<file path="src/rtl/mole_grid_display.sv">
// Whack-a-mole VGA renderer: sync timing, slot grid, active mole, score bar and
// frame-synchronous green/red flash feedback. All outputs are registered with a
// single clock of latency, so colour and syncs stay mutually aligned.
module mole_grid_display #(
   parameter int unsigned H_ACTIVE     = 640,
   parameter int unsigned H_FP         = 16,
   parameter int unsigned H_SYNC       = 96,
   parameter int unsigned H_BP         = 48,
   parameter int unsigned V_ACTIVE     = 480,
   parameter int unsigned V_FP         = 10,
   parameter int unsigned V_SYNC       = 2,
   parameter int unsigned V_BP         = 29,
   parameter int unsigned GRID_ROWS    = 3,
   parameter int unsigned GRID_COLS    = 3,
   parameter int unsigned SLOT_SIZE    = 100,
   parameter int unsigned SLOT_GAP     = 50,
   parameter int unsigned GRID_X0      = 95,
   parameter int unsigned GRID_Y0      = 20,
   parameter int unsigned MOLE_INSET   = 20,
   parameter int unsigned FLASH_FRAMES = 15,
   parameter int unsigned SCORE_W      = 8,
   localparam int unsigned IDX_W       = ($clog2(GRID_ROWS * GRID_COLS) > 0) ?
                                         $clog2(GRID_ROWS * GRID_COLS) : 1
) (
   input  logic               clk_pixel,
   input  logic               rst_n,
   input  logic [IDX_W-1:0]   mole_idx,
   input  logic               mole_valid,
   input  logic [SCORE_W-1:0] score,
   input  logic               guess_correct,
   input  logic               guess_wrong,
   output logic               hsync,
   output logic               vsync,
   output logic [2:0]         red,
   output logic [2:0]         green,
   output logic [1:0]         blue,
   output logic               frame_start
);

   localparam int unsigned H_TOTAL = H_ACTIVE + H_FP + H_SYNC + H_BP;
   localparam int unsigned V_TOTAL = V_ACTIVE + V_FP + V_SYNC + V_BP;
   localparam int unsigned HC_W    = $clog2(H_TOTAL);
   localparam int unsigned VC_W    = $clog2(V_TOTAL);
   localparam int unsigned PITCH   = SLOT_SIZE + SLOT_GAP;
   localparam int unsigned OFF_W   = $clog2(PITCH + 1);
   localparam int unsigned AX_W    = 4;

   localparam logic [HC_W-1:0] HC_LAST = HC_W'(H_TOTAL - 1);
   localparam logic [HC_W-1:0] H_ACT   = HC_W'(H_ACTIVE);
   localparam logic [HC_W-1:0] HS_BEG  = HC_W'(H_ACTIVE + H_FP);
   localparam logic [HC_W-1:0] HS_END  = HC_W'(H_ACTIVE + H_FP + H_SYNC);
   localparam logic [HC_W-1:0] H_X0    = HC_W'(GRID_X0);
   localparam logic [VC_W-1:0] VC_LAST = VC_W'(V_TOTAL - 1);
   localparam logic [VC_W-1:0] V_ACT   = VC_W'(V_ACTIVE);
   localparam logic [VC_W-1:0] VS_BEG  = VC_W'(V_ACTIVE + V_FP);
   localparam logic [VC_W-1:0] VS_END  = VC_W'(V_ACTIVE + V_FP + V_SYNC);
   localparam logic [VC_W-1:0] V_Y0    = VC_W'(GRID_Y0);
   localparam logic [VC_W-1:0] BAR_TOP = VC_W'(V_ACTIVE - 12);
   localparam logic [VC_W-1:0] BAR_BOT = VC_W'(V_ACTIVE - 5);

   localparam logic [OFF_W-1:0] OFF_LAST  = OFF_W'(PITCH - 1);
   localparam logic [OFF_W-1:0] SLOT_C    = OFF_W'(SLOT_SIZE);
   localparam logic [OFF_W-1:0] INSET_C   = OFF_W'(MOLE_INSET);
   localparam logic [OFF_W-1:0] INSET_END = OFF_W'(SLOT_SIZE - MOLE_INSET);
   localparam logic [AX_W-1:0]  AX_SAT    = '1;
   localparam logic [AX_W-1:0]  COLS_C    = AX_W'(GRID_COLS);
   localparam logic [AX_W-1:0]  ROWS_C    = AX_W'(GRID_ROWS);
   localparam logic [7:0]       NSLOT_C   = 8'(GRID_ROWS * GRID_COLS);
   localparam logic [7:0]       FLASH_C   = 8'(FLASH_FRAMES);

   localparam logic [7:0] COL_BLACK  = 8'b000_000_00;
   localparam logic [7:0] COL_YELLOW = 8'b111_111_00;
   localparam logic [7:0] COL_WHITE  = 8'b111_111_11;
   localparam logic [7:0] COL_BLUE   = 8'b000_000_11;
   localparam logic [7:0] COL_GREEN  = 8'b000_111_00;
   localparam logic [7:0] COL_RED    = 8'b111_000_00;

   typedef enum logic [1:0] {StIdle, StFlashOk, StFlashBad} flash_e;

   logic [HC_W-1:0] hc_q, hc_d;
   logic [VC_W-1:0] vc_q, vc_d;
   logic            line_end;
   logic            fs_w;

   logic             x_in_q, x_in_d;
   logic [OFF_W-1:0] x_off_q, x_off_d;
   logic [AX_W-1:0]  x_idx_q, x_idx_d;
   logic             y_in_q, y_in_d;
   logic [OFF_W-1:0] y_off_q, y_off_d;
   logic [AX_W-1:0]  y_idx_q, y_idx_d;
   logic [7:0]       y_base_q, y_base_d;

   logic [IDX_W-1:0]   mole_idx_q, mole_idx_d;
   logic               mole_valid_q, mole_valid_d;
   logic [SCORE_W-1:0] score_q, score_d;

   flash_e     st_q, st_d;
   logic [7:0] cnt_q, cnt_d;
   logic       pend_ok_q, pend_ok_d;
   logic       pend_bad_q, pend_bad_d;
   logic       ok_ev, bad_ev;
   logic       flash_ok, flash_bad;

   logic       active, slot_hit, mole_hit, bar_hit, mole_ok;
   logic [7:0] slot_num;
   logic [7:0] pix;
   logic [7:0] rgb_q;
   logic       hs_q, vs_q, fs_q;

   // Raster counters: hc wraps each line, vc advances on the line wrap.
   always_comb begin
      line_end = (hc_q == HC_LAST);
      hc_d     = line_end ? '0 : hc_q + HC_W'(1);
      vc_d     = vc_q;
      if (line_end) begin
         vc_d = (vc_q == VC_LAST) ? '0 : vc_q + VC_W'(1);
      end
      fs_w = (hc_q == '0) && (vc_q == '0);
   end

   // Column tracker: restarts at GRID_X0 and steps with hc, avoiding any divide on hc.
   always_comb begin
      x_in_d  = x_in_q;
      x_off_d = x_off_q;
      x_idx_d = x_idx_q;
      if (hc_d == H_X0) begin
         x_in_d  = 1'b1;
         x_off_d = '0;
         x_idx_d = '0;
      end else if (hc_d == '0) begin
         x_in_d = 1'b0;
      end else if (x_in_q) begin
         if (x_off_q == OFF_LAST) begin
            x_off_d = '0;
            if (x_idx_q != AX_SAT) x_idx_d = x_idx_q + AX_W'(1);
         end else begin
            x_off_d = x_off_q + OFF_W'(1);
         end
      end
   end

   // Row tracker: same scheme per line; y_base holds row*GRID_COLS built by addition.
   always_comb begin
      y_in_d   = y_in_q;
      y_off_d  = y_off_q;
      y_idx_d  = y_idx_q;
      y_base_d = y_base_q;
      if (line_end) begin
         if (vc_d == V_Y0) begin
            y_in_d   = 1'b1;
            y_off_d  = '0;
            y_idx_d  = '0;
            y_base_d = '0;
         end else if (vc_d == '0) begin
            y_in_d = 1'b0;
         end else if (y_in_q) begin
            if (y_off_q == OFF_LAST) begin
               y_off_d = '0;
               if (y_idx_q != AX_SAT) begin
                  y_idx_d  = y_idx_q + AX_W'(1);
                  y_base_d = y_base_q + 8'(GRID_COLS);
               end
            end else begin
               y_off_d = y_off_q + OFF_W'(1);
            end
         end
      end
   end

   // Counter and tracker state.
   always_ff @(posedge clk_pixel or negedge rst_n) begin
      if (!rst_n) begin
         hc_q     <= '0;
         vc_q     <= '0;
         x_in_q   <= (GRID_X0 == 0);
         x_off_q  <= '0;
         x_idx_q  <= '0;
         y_in_q   <= (GRID_Y0 == 0);
         y_off_q  <= '0;
         y_idx_q  <= '0;
         y_base_q <= '0;
      end else begin
         hc_q     <= hc_d;
         vc_q     <= vc_d;
         x_in_q   <= x_in_d;
         x_off_q  <= x_off_d;
         x_idx_q  <= x_idx_d;
         y_in_q   <= y_in_d;
         y_off_q  <= y_off_d;
         y_idx_q  <= y_idx_d;
         y_base_q <= y_base_d;
      end
   end

   // Frame-latched inputs; the _d values feed the renderer so pixel (0,0) already sees them.
   always_comb begin
      mole_idx_d   = fs_w ? mole_idx   : mole_idx_q;
      mole_valid_d = fs_w ? mole_valid : mole_valid_q;
      score_d      = fs_w ? score      : score_q;
   end

   // Latched game inputs.
   always_ff @(posedge clk_pixel or negedge rst_n) begin
      if (!rst_n) begin
         mole_idx_q   <= '0;
         mole_valid_q <= 1'b0;
         score_q      <= '0;
      end else begin
         mole_idx_q   <= mole_idx_d;
         mole_valid_q <= mole_valid_d;
         score_q      <= score_d;
      end
   end

   // Flash FSM state register, including pending guess flags and frame counter.
   always_ff @(posedge clk_pixel or negedge rst_n) begin
      if (!rst_n) begin
         st_q       <= StIdle;
         cnt_q      <= '0;
         pend_ok_q  <= 1'b0;
         pend_bad_q <= 1'b0;
      end else begin
         st_q       <= st_d;
         cnt_q      <= cnt_d;
         pend_ok_q  <= pend_ok_d;
         pend_bad_q <= pend_bad_d;
      end
   end

   // Flash FSM next state: only frame_start moves it; a pulse on that same cycle is consumed too.
   always_comb begin
      ok_ev      = pend_ok_q | guess_correct;
      bad_ev     = pend_bad_q | guess_wrong;
      st_d       = st_q;
      cnt_d      = cnt_q;
      pend_ok_d  = ok_ev;
      pend_bad_d = bad_ev;
      if (fs_w) begin
         pend_ok_d  = 1'b0;
         pend_bad_d = 1'b0;
         if (bad_ev) begin
            st_d  = StFlashBad;
            cnt_d = FLASH_C;
         end else if (ok_ev) begin
            st_d  = StFlashOk;
            cnt_d = FLASH_C;
         end else if (st_q != StIdle) begin
            if (cnt_q <= 8'd1) begin
               st_d  = StIdle;
               cnt_d = '0;
            end else begin
               cnt_d = cnt_q - 8'd1;
            end
         end
      end
   end

   // Flash FSM outputs, decoded from the next state so a new flash covers the whole frame.
   always_comb begin
      flash_ok  = 1'b0;
      flash_bad = 1'b0;
      unique case (st_d)
         StFlashOk:  flash_ok  = 1'b1;
         StFlashBad: flash_bad = 1'b1;
         default:    ;
      endcase
   end

   // Pixel classification and colour priority with flash override.
   always_comb begin
      active   = (hc_q < H_ACT) && (vc_q < V_ACT);
      slot_hit = x_in_q && (x_off_q < SLOT_C) && (x_idx_q < COLS_C) &&
                 y_in_q && (y_off_q < SLOT_C) && (y_idx_q < ROWS_C);
      slot_num = y_base_q + 8'(x_idx_q);
      mole_ok  = mole_valid_d && (8'(mole_idx_d) < NSLOT_C);
      mole_hit = slot_hit && mole_ok && (slot_num == 8'(mole_idx_d)) &&
                 (x_off_q >= INSET_C) && (x_off_q < INSET_END) &&
                 (y_off_q >= INSET_C) && (y_off_q < INSET_END);
      // Widened so 2*score never wraps; the bar then clips naturally at the active edge.
      bar_hit  = (vc_q >= BAR_TOP) && (vc_q <= BAR_BOT) &&
                 (32'(hc_q) < (32'(score_d) << 1));
      pix = COL_BLACK;
      if (active) begin
         if (mole_hit) begin
            pix = COL_YELLOW;
         end else if (slot_hit) begin
            pix = COL_WHITE;
         end else if (bar_hit) begin
            pix = COL_BLUE;
         end
      end
      if (pix != COL_BLACK) begin
         if (flash_bad) begin
            pix = COL_RED;
         end else if (flash_ok) begin
            pix = COL_GREEN;
         end
      end
   end

   // Output register: colour, syncs and frame_start share one stage of latency.
   always_ff @(posedge clk_pixel or negedge rst_n) begin
      if (!rst_n) begin
         rgb_q <= '0;
         hs_q  <= 1'b1;
         vs_q  <= 1'b1;
         fs_q  <= 1'b0;
      end else begin
         rgb_q <= pix;
         hs_q  <= !((hc_q >= HS_BEG) && (hc_q < HS_END));
         vs_q  <= !((vc_q >= VS_BEG) && (vc_q < VS_END));
         fs_q  <= fs_w;
      end
   end

   assign red         = rgb_q[7:5];
   assign green       = rgb_q[4:2];
   assign blue        = rgb_q[1:0];
   assign hsync       = hs_q;
   assign vsync       = vs_q;
   assign frame_start = fs_q;

endmodule

</file>
<file path="config.mk">
export PLATFORM = sky130hd
export DESIGN_NAME = mole_grid_display
export DESIGN_NICKNAME = d
export VERILOG_FILES = /design/src/rtl/mole_grid_display.sv
export SDC_FILE = /design/constraint.sdc
export NUM_CORES = 1
export LEC_CHECK = 0
export ABC_AREA = 1
export BUFFER_PORTS_ARGS = -buffer_cell sky130_fd_sc_hd__buf_2
export CAP_MARGIN = 0
export CORE_MARGIN = 10
export CORE_UTILIZATION = 40
export DETAILED_ROUTE_END_ITERATION = 6
export GPL_ROUTABILITY_DRIVEN = 0
export GPL_TIMING_DRIVEN = 0
export REMOVE_ABC_BUFFERS = 1
export SYNTH_ARGS = -nofsm -noshare
export SYNTH_HDL_FRONTEND = slang
export SYNTH_SLANG_ARGS = --single-unit
</file>
<file path="constraint.sdc">
create_clock -name clk_pixel -period 2.54 [get_ports clk_pixel]
set_input_delay 0.508 -clock clk_pixel [delete_from_list [all_inputs] [get_ports clk_pixel]]
set_output_delay 0.508 -clock clk_pixel [all_outputs]
set_load 0.05 [all_outputs]
</file>
==> impl_metrics.yaml, run 1 <==
pwr:
  switchingPower_w: 0.000641
  power_w: 0.00297
  clkPwrFrac_pct: 49.6
  comb_power_share_pct: 3.9
  swShare_pct: 21.6
  p_leak_nw: 3.63
  pwr_density_cell_nw_per_um2: 414
  ir_drop_v: 0.000294
  p_int_w: 0.00233
  pwr-share-seq_pct: 46.5
cells_and_area:
  final_cell_mix: "nand2_1 (201), inv_1 (134), dfrtp_1 (78)"
  ff_latch_area_sq_um: 2140
  final_util_pct: 51.4
  syn2layout_area_growth_pct: 25.3
  multi_input_area_sq_um: 3380
  antenna_cells: 0
  finalInstanceArea_sq_um: 7170
  final_common_cell: "nand2_1"
  drive_gt1_share_pct: 22.4
  fin_nets: 929
  finalNonFillerCells: 1068
  n_fill_cell: 1311
floorplan:
  start_util_pct: 41.1
  dieArea_sq_um: 19500
  rows: 43
  core-area_sq_um: 13900
  dieWidth_um: 140
  io_pins: 28
  dieHeight_um: 140
detailed_routing:
  routed_wl_mm: 14.1
  vias: 5175
  ant_nets: 0
  avgViaCountPerCell: 4.85
  drt-pass1-iter-count: 5
  drc: 0
  routedWlPerCell_um: 13.2
  drtIter0Drc: 292
clocking:
  clk_pin_slew_ns: 0.06
  clock-sinks: 85
  htreeDepth: 3
  cts_buffers: 9
  clkLatencyLatePin_ns: 0.35
  ctsHoldBuffers: 0
  cts-root-buf: "clkbuf_16"
  cts_tree: "yes"
  cts_buffer_depth: 2
run:
  cap_violations: 0
place:
  port_buffers: 27
  detailedPlacementHpwl_mm: 9.63
  placed_area_sq_um: 6030
  placed_cells: 1006
logic_synthesis:
  ys_ff_latch: 85
  netlist_instances: 813
  yosysUniqueCellTypes: 40
  syn_area_sq_um: 5720
  synth_edf_count: 0
  ys.flop_type: "dfrtp_1"
  async_reset_ff_share_pct: 100
  synth_warnings: 0
  seq_area_frac_synth_pct: 37.2
  syn_avg_cell_area_sq_um: 7.04
setup_path:
  crit_fanout: 5
  startpoint_type: "flip-flop"
  end_kind: "flip-flop"
  cp_data_required_time_ns: 2.82
  crit_type: "reg2reg"
  crit_arrival_ns: 2.86
grt:
  grt_max_degree: 47
  grt_pass1_vias: 4880
  grt.overflow.total: 0
  grt_first_pass_wirelength_mm: 23.5
  antenna_found_initial: 0
  grt_usage_pct: 14.2
sta:
  period_share_pct: 101
  finalCriticalPeriod_ns: 2.58
  fin_ws_ns: -0.0375
  worst_pin_slew_ns: 0.542
  hold_violations: 0
  rsz0062_at_grt: "true"
  finalMaxSlewViolations: 0
  finClkSkew_ns: 0.00827
  relSlewSlack_pct: 63.5
  fmax_mhz: 388
  whs_ns: 0.141
  setup_viol_count_final: 1
status:
  violations: "setup timing"
  outcome: "finished, violations left"
hold_path:
  hold_class: "in2async"
## path summary, 6_finish.rpt
check                                  from  cells after the start  slack (ns)           to
worst max-delay path                hc_q[5]                     18       -0.04     rgb_q[4]
worst min-delay path                  rst_n                      1        0.14   score_q[3]
worst max register to register      hc_q[5]                     18       -0.04     rgb_q[4]
worst min register to register  y_base_q[7]                      2        0.47  y_base_q[7]
max in group asynchronous             rst_n                      2        1.74        hsync
min in group clk_pixel             score[3]                      3        0.39   score_q[3]
## area by class of cell
| type | count | area share (%) |
|---|---|---|
| Clock buffer | 12 | 3.58 |
| Clock inverter | 4 | 0.977 |
| Inverter | 148 | 7.96 |
| Multi-Input combinational cell | 567 | 47.1 |
| Sequential cell | 85 | 29.8 |
| Tap cell | 180 | 3.14 |
| Timing Repair Buffer | 72 | 7.45 |
## layer usage
| metal | up-vias | part of all wire, % | GRT usage [%] |
|---|---|---|---|
| met5 | - | 0 | 0 |
| li1 | 2705 | - | - |
| met1 | 2390 | 48 | 18.7 |
| met3 | 11 | 4.5 | 3.88 |
| met4 | 0 | 0.81 | 3.42 |
| met2 | 69 | 46 | 22.7 |
## critical path, cell delays in order (launching register included)
cell	delay (ns)
dfrtp_2	0.47
nor2_1	0.21
nand2_2	0.12
nor2_4	0.14
nand3_4	0.14
buf_6	0.16
nand2_4	0.05
nand2_4	0.05
inv_2	0.06
ha_4	0.21
nand4_1	0.10
nand3_1	0.11
a311oi_2	0.20
nand2_1	0.11
nand2_2	0.10
nand3_4	0.09
nand2_2	0.08
nand2_1	0.04
nor2_1	0.07
## cell usage after synthesis, drive strengths merged, types with 5 or more instances
cell type / count / area (sq um)
inv: 146 / 548
ha: 28 / 350
nand4: 37 / 231
dfrtp: 83 / 2080
nor4: 5 / 31.3
xor2: 21 / 199
nor2: 95 / 387
clkbuf: 7 / 26.3
o21ai: 39 / 229
buf: 8 / 58.8
a21oi: 13 / 76.3
nand2: 228 / 873
nand3: 57 / 300
nor3: 21 / 105
## through the flow
step | TNS [ns] | worst slack (ns)
2_1_floorplan | -2.81 | -0.366
3_5_place_dp | -23.80 | -1.17
6_report | -0.0375 | -0.0375
4_1_cts | -0.372 | -0.164
5_1_grt | -1.73 | -0.223
3_3_place_gp | -23.62 | -1.08
## kinds of logic after synthesis
| kind of cell | share of synthesized area, % |
|---|---|
| simple gates | 34.8 |
| buf+inv | 11.2 |
| flops | 37.2 |
| compound gates | 6.25 |
| fa+ha+maj | 6.47 |
| xor+xnor | 4.09 |
## power groups by stage
stage          combinational (W)  clock (W)  sequential [W]
2_1_floorplan          0.0000443          0         0.00140
3_3_place_gp           0.0000940          0         0.00140
3_5_place_dp            0.000101          0         0.00140
5_1_grt                 0.000136    0.00156         0.00138
4_1_cts                 0.000110    0.00151         0.00138
6_report                0.000117    0.00147         0.00138
## timing repair
item / CTS / global route
buffers inserted: 29 / 15
resized for setup: 55 / 62
gates cloned: 1 / 1
setup endpoints to repair: 38 / 38
pin swaps: 24 / 25
## state kept, by name, indices dropped and copies added, names as in the netlist, 8 cells and up
signal,count
cnt_q,8
hc_q,10
score_q,8
vc_q,10
x_off_q,8
y_base_q,8
y_off_q,8
(Power assumes the default switching activity.)
==> run 2, diff against run 1 <==
ABC_AREA = 0   (was 1)
CORE_UTILIZATION = 45   (was 40)
==> run 2 against run 1 <==
- the flow still finishes with violations (setup timing)
- global-route usage up 1.3 points
- utilization up 6.5 points
- clock power down 9%
- die area down 15%
- sequential power about the same
- sequential share of layout area up 2.3 points
- maximum frequency down 26%
- synthesized cell count down 28%
- largest power group is now registers
==> impl_metrics.yaml, run 2 <==
sta:
  fin_ws_ns: -0.956
  hold_violations: 0
  worst_pin_slew_ns: 0.700
  finClkSkew_ns: 0.00761
  finalMaxSlewViolations: 0
  period_share_pct: 138
  rsz0062_at_grt: "true"
  setup_viol_count_final: 44
  relSlewSlack_pct: 52.9
  fmax_mhz: 286
  finalCriticalPeriod_ns: 3.50
  tns_ns: -20.97
floorplan:
  io_pins: 28
  rows: 39
  start_util_pct: 46.3
  dieHeight_um: 129
  dieArea_sq_um: 16600
  dieWidth_um: 129
  core-area_sq_um: 11500
cells_and_area:
  antenna_cells: 0
  n_fill_cell: 980
  syn2layout_area_growth_pct: 25.3
  drive_gt1_share_pct: 26.7
  largestRegisters: "hc_q: 10 flops, vc_q: 10 flops"
  final_cell_mix: "dfrtp_1 (74), nand2_1 (54), nor2_1 (40), buf_4 (40), inv_1 (35)"
  final_common_cell: "dfrtp_1"
  fin_nets: 696
logic_synthesis:
  ys_ff_latch: 85
  synth_edf_count: 0
  syn_area_sq_um: 5330
  seq_area_frac_synth_pct: 40.0
  async_reset_ff_share_pct: 100
  synth_compound_area_share_pct: 16.5
  yosysMostFrequentCell: "dfrtp_1"
  synthTopCellsByArea: "dfrtp_1 (39%), ha_1 (6.6%), o21ai_0 (4.8%)"
  synthSimpleGateAreaFrac_pct: 24.3
  netlist_instances: 589
  synth_common_cells: "dfrtp_1 (83), nand2_1 (55), o21ai_0 (51)"
  syn_avg_cell_area_sq_um: 9.05
  ys.flop_type: "dfrtp_1"
  synthMuxAreaShare_pct: 3.12
  synth_top_area_share_pct: 39.0
  synth-xor-area-share_pct: 4.11
  synth_top_family_by_area: "simple AND/OR/NAND/NOR gates"
  yosysUniqueCellTypes: 68
  synth_warnings: 0
  synthAdderAreaFrac_pct: 6.95
  synth_top_cell_by_area: "dfrtp_1"
status:
  violations: "setup timing"
  outcome: "finished, violations left"
clocking:
  clkLatencyLatePin_ns: 0.34
  cts_buffers: 9
  htreeDepth: 3
  ctsHoldBuffers: 0
  clk_pin_slew_ns: 0.06
  clock-sinks: 85
  cts_tree: "yes"
  cts-root-buf: "clkbuf_16"
  cts_buffer_depth: 2
detailed_routing:
  ant_nets: 0
  drt-pass1-iter-count: 5
  routedWlPerCell_um: 16.7
  vias: 4664
  drtIter0Drc: 256
  avgViaCountPerCell: 5.84
  routed_wl_mm: 13.3
  drc: 0
grt:
  grt_usage_pct: 15.6
  antenna_found_initial: 0
  grt_pass1_vias: 4398
  grt_first_pass_wirelength_mm: 21.3
  grt.overflow.total: 0
  grt_max_degree: 68
place:
  detailedPlacementHpwl_mm: 8.92
  port_buffers: 27
setup_path:
  crit_fanout: 3
  end_kind: "flip-flop"
  crit_arrival_ns: 3.76
  startpoint_type: "flip-flop"
  cp_data_required_time_ns: 2.81
  crit_type: "reg2reg"
pwr:
  power_w: 0.00282
  p_leak_nw: 2.94
  comb_power_share_pct: 3.6
  p_int_w: 0.00220
  clkPwrFrac_pct: 47.5
  switchingPower_w: 0.000624
  ir_drop_v: 0.000295
  swShare_pct: 22.1
  pwr_density_cell_nw_per_um2: 423
  pwr-share-seq_pct: 48.9
hold_path:
  hold_class: "in2async"
run:
  cap_violations: 0
==> run 2: worst paths after layout <==
| check | from | to | slack, ns | cells after the start |
|---|---|---|---|---|
| worst max-delay path | vc_q[1] | rgb_q[4] | -0.96 | 16 |
| worst min-delay path | rst_n | hc_q[6] | 0.05 | 1 |
| worst max register to register | vc_q[1] | rgb_q[4] | -0.96 | 16 |
| worst min register to register | score_q[6] | score_q[6] | 0.47 | 2 |
| max in group asynchronous | rst_n | vsync | 1.84 | 2 |
| min in group clk_pixel | score[6] | score_q[6] | 0.39 | 3 |
==> run 2: through the flow <==
stage | area (sq um) | utilization [%] | hold WS (ns) | std cells | setup slack (ns)
after detailed placement | 5550 | 48.2 | 0.418 | 733 | -1.96
final | 6680 | 58.0 | 0.0492 | 798 | -0.956
after global routing | 6680 | 58.0 | 0.0637 | 798 | -1.15
after CTS | 6190 | 53.8 | 0.0501 | 772 | -1.07
after global placement | 5520 | 47.9 | 0.452 | 732 | -2.33
after floorplan | 5200 | - | 0.212 | 562 | -1.35
==> run 2: power by group through the flow <==
| stage | sequential [W] | combinational (W) | clock [W] |
|---|---|---|---|
| 5_1_grt | 0.00138 | 0.000115 | 0.00144 |
| 4_1_cts | 0.00138 | 0.0000941 | 0.00138 |
| 6_report | 0.00138 | 0.000101 | 0.00134 |
| 3_5_place_dp | 0.00140 | 0.0000887 | 0 |
| 3_3_place_gp | 0.00140 | 0.0000797 | 0 |
| 2_1_floorplan | 0.00140 | 0.0000337 | 0 |
==> run 2: timing repair <==
action / in CTS / in global routing
resized for setup: 42 / 68
endpoints found under the hold margin: 0 / 0
pin swaps: 21 / 18
setup buffers: 23 / 26
setup endpoints to repair: 62 / 53
cloned: 0 / 1
==> run 2: final cells by class <==
cell class	instances	area [sq um]	area share, %
Timing Repair Buffer	76	581	8.70
Sequential cell	85	2140	32.1
Tap cell	143	179	2.68
Inverter	38	143	2.14
Clock inverter	5	58.8	0.881
Multi-Input combinational cell	440	3330	49.9
Clock buffer	11	243	3.64
==> run 2: logic make-up (layout without fill, tap and decap cells) <==
family,count (synthesis),count (layout)
AND/OR/NAND/NOR,241,242
flip-flops,85,85
AO/OA/AOI/OAI,128,128
buffers and inverters,65,130
adder cells (fa/ha/maj),29,29
XOR/XNOR,25,25
multiplexers,16,16
==> run 2: routing by layer <==
metal	wire length, um	track usage [%]
met3	596	2.79
met4	215	5.75
met2	6320	25.6
met5	0	0
met1	6200	20.1
==> run 2: worst max-delay path, cell delays in order, from the launching register on <==
cell      delay, ns
dfrtp_1        0.39
inv_2          0.08
ha_4           0.13
or4b_4         0.45
or3_4          0.35
or3_4          0.44
buf_6          0.15
mux2i_1        0.13
ha_2           0.18
a21o_1         0.14
a21o_1         0.15
a21oi_1        0.11
o21ai_1        0.09
a221oi_2       0.24
buf_4          0.16
nand3_1        0.09
a21oi_2        0.14
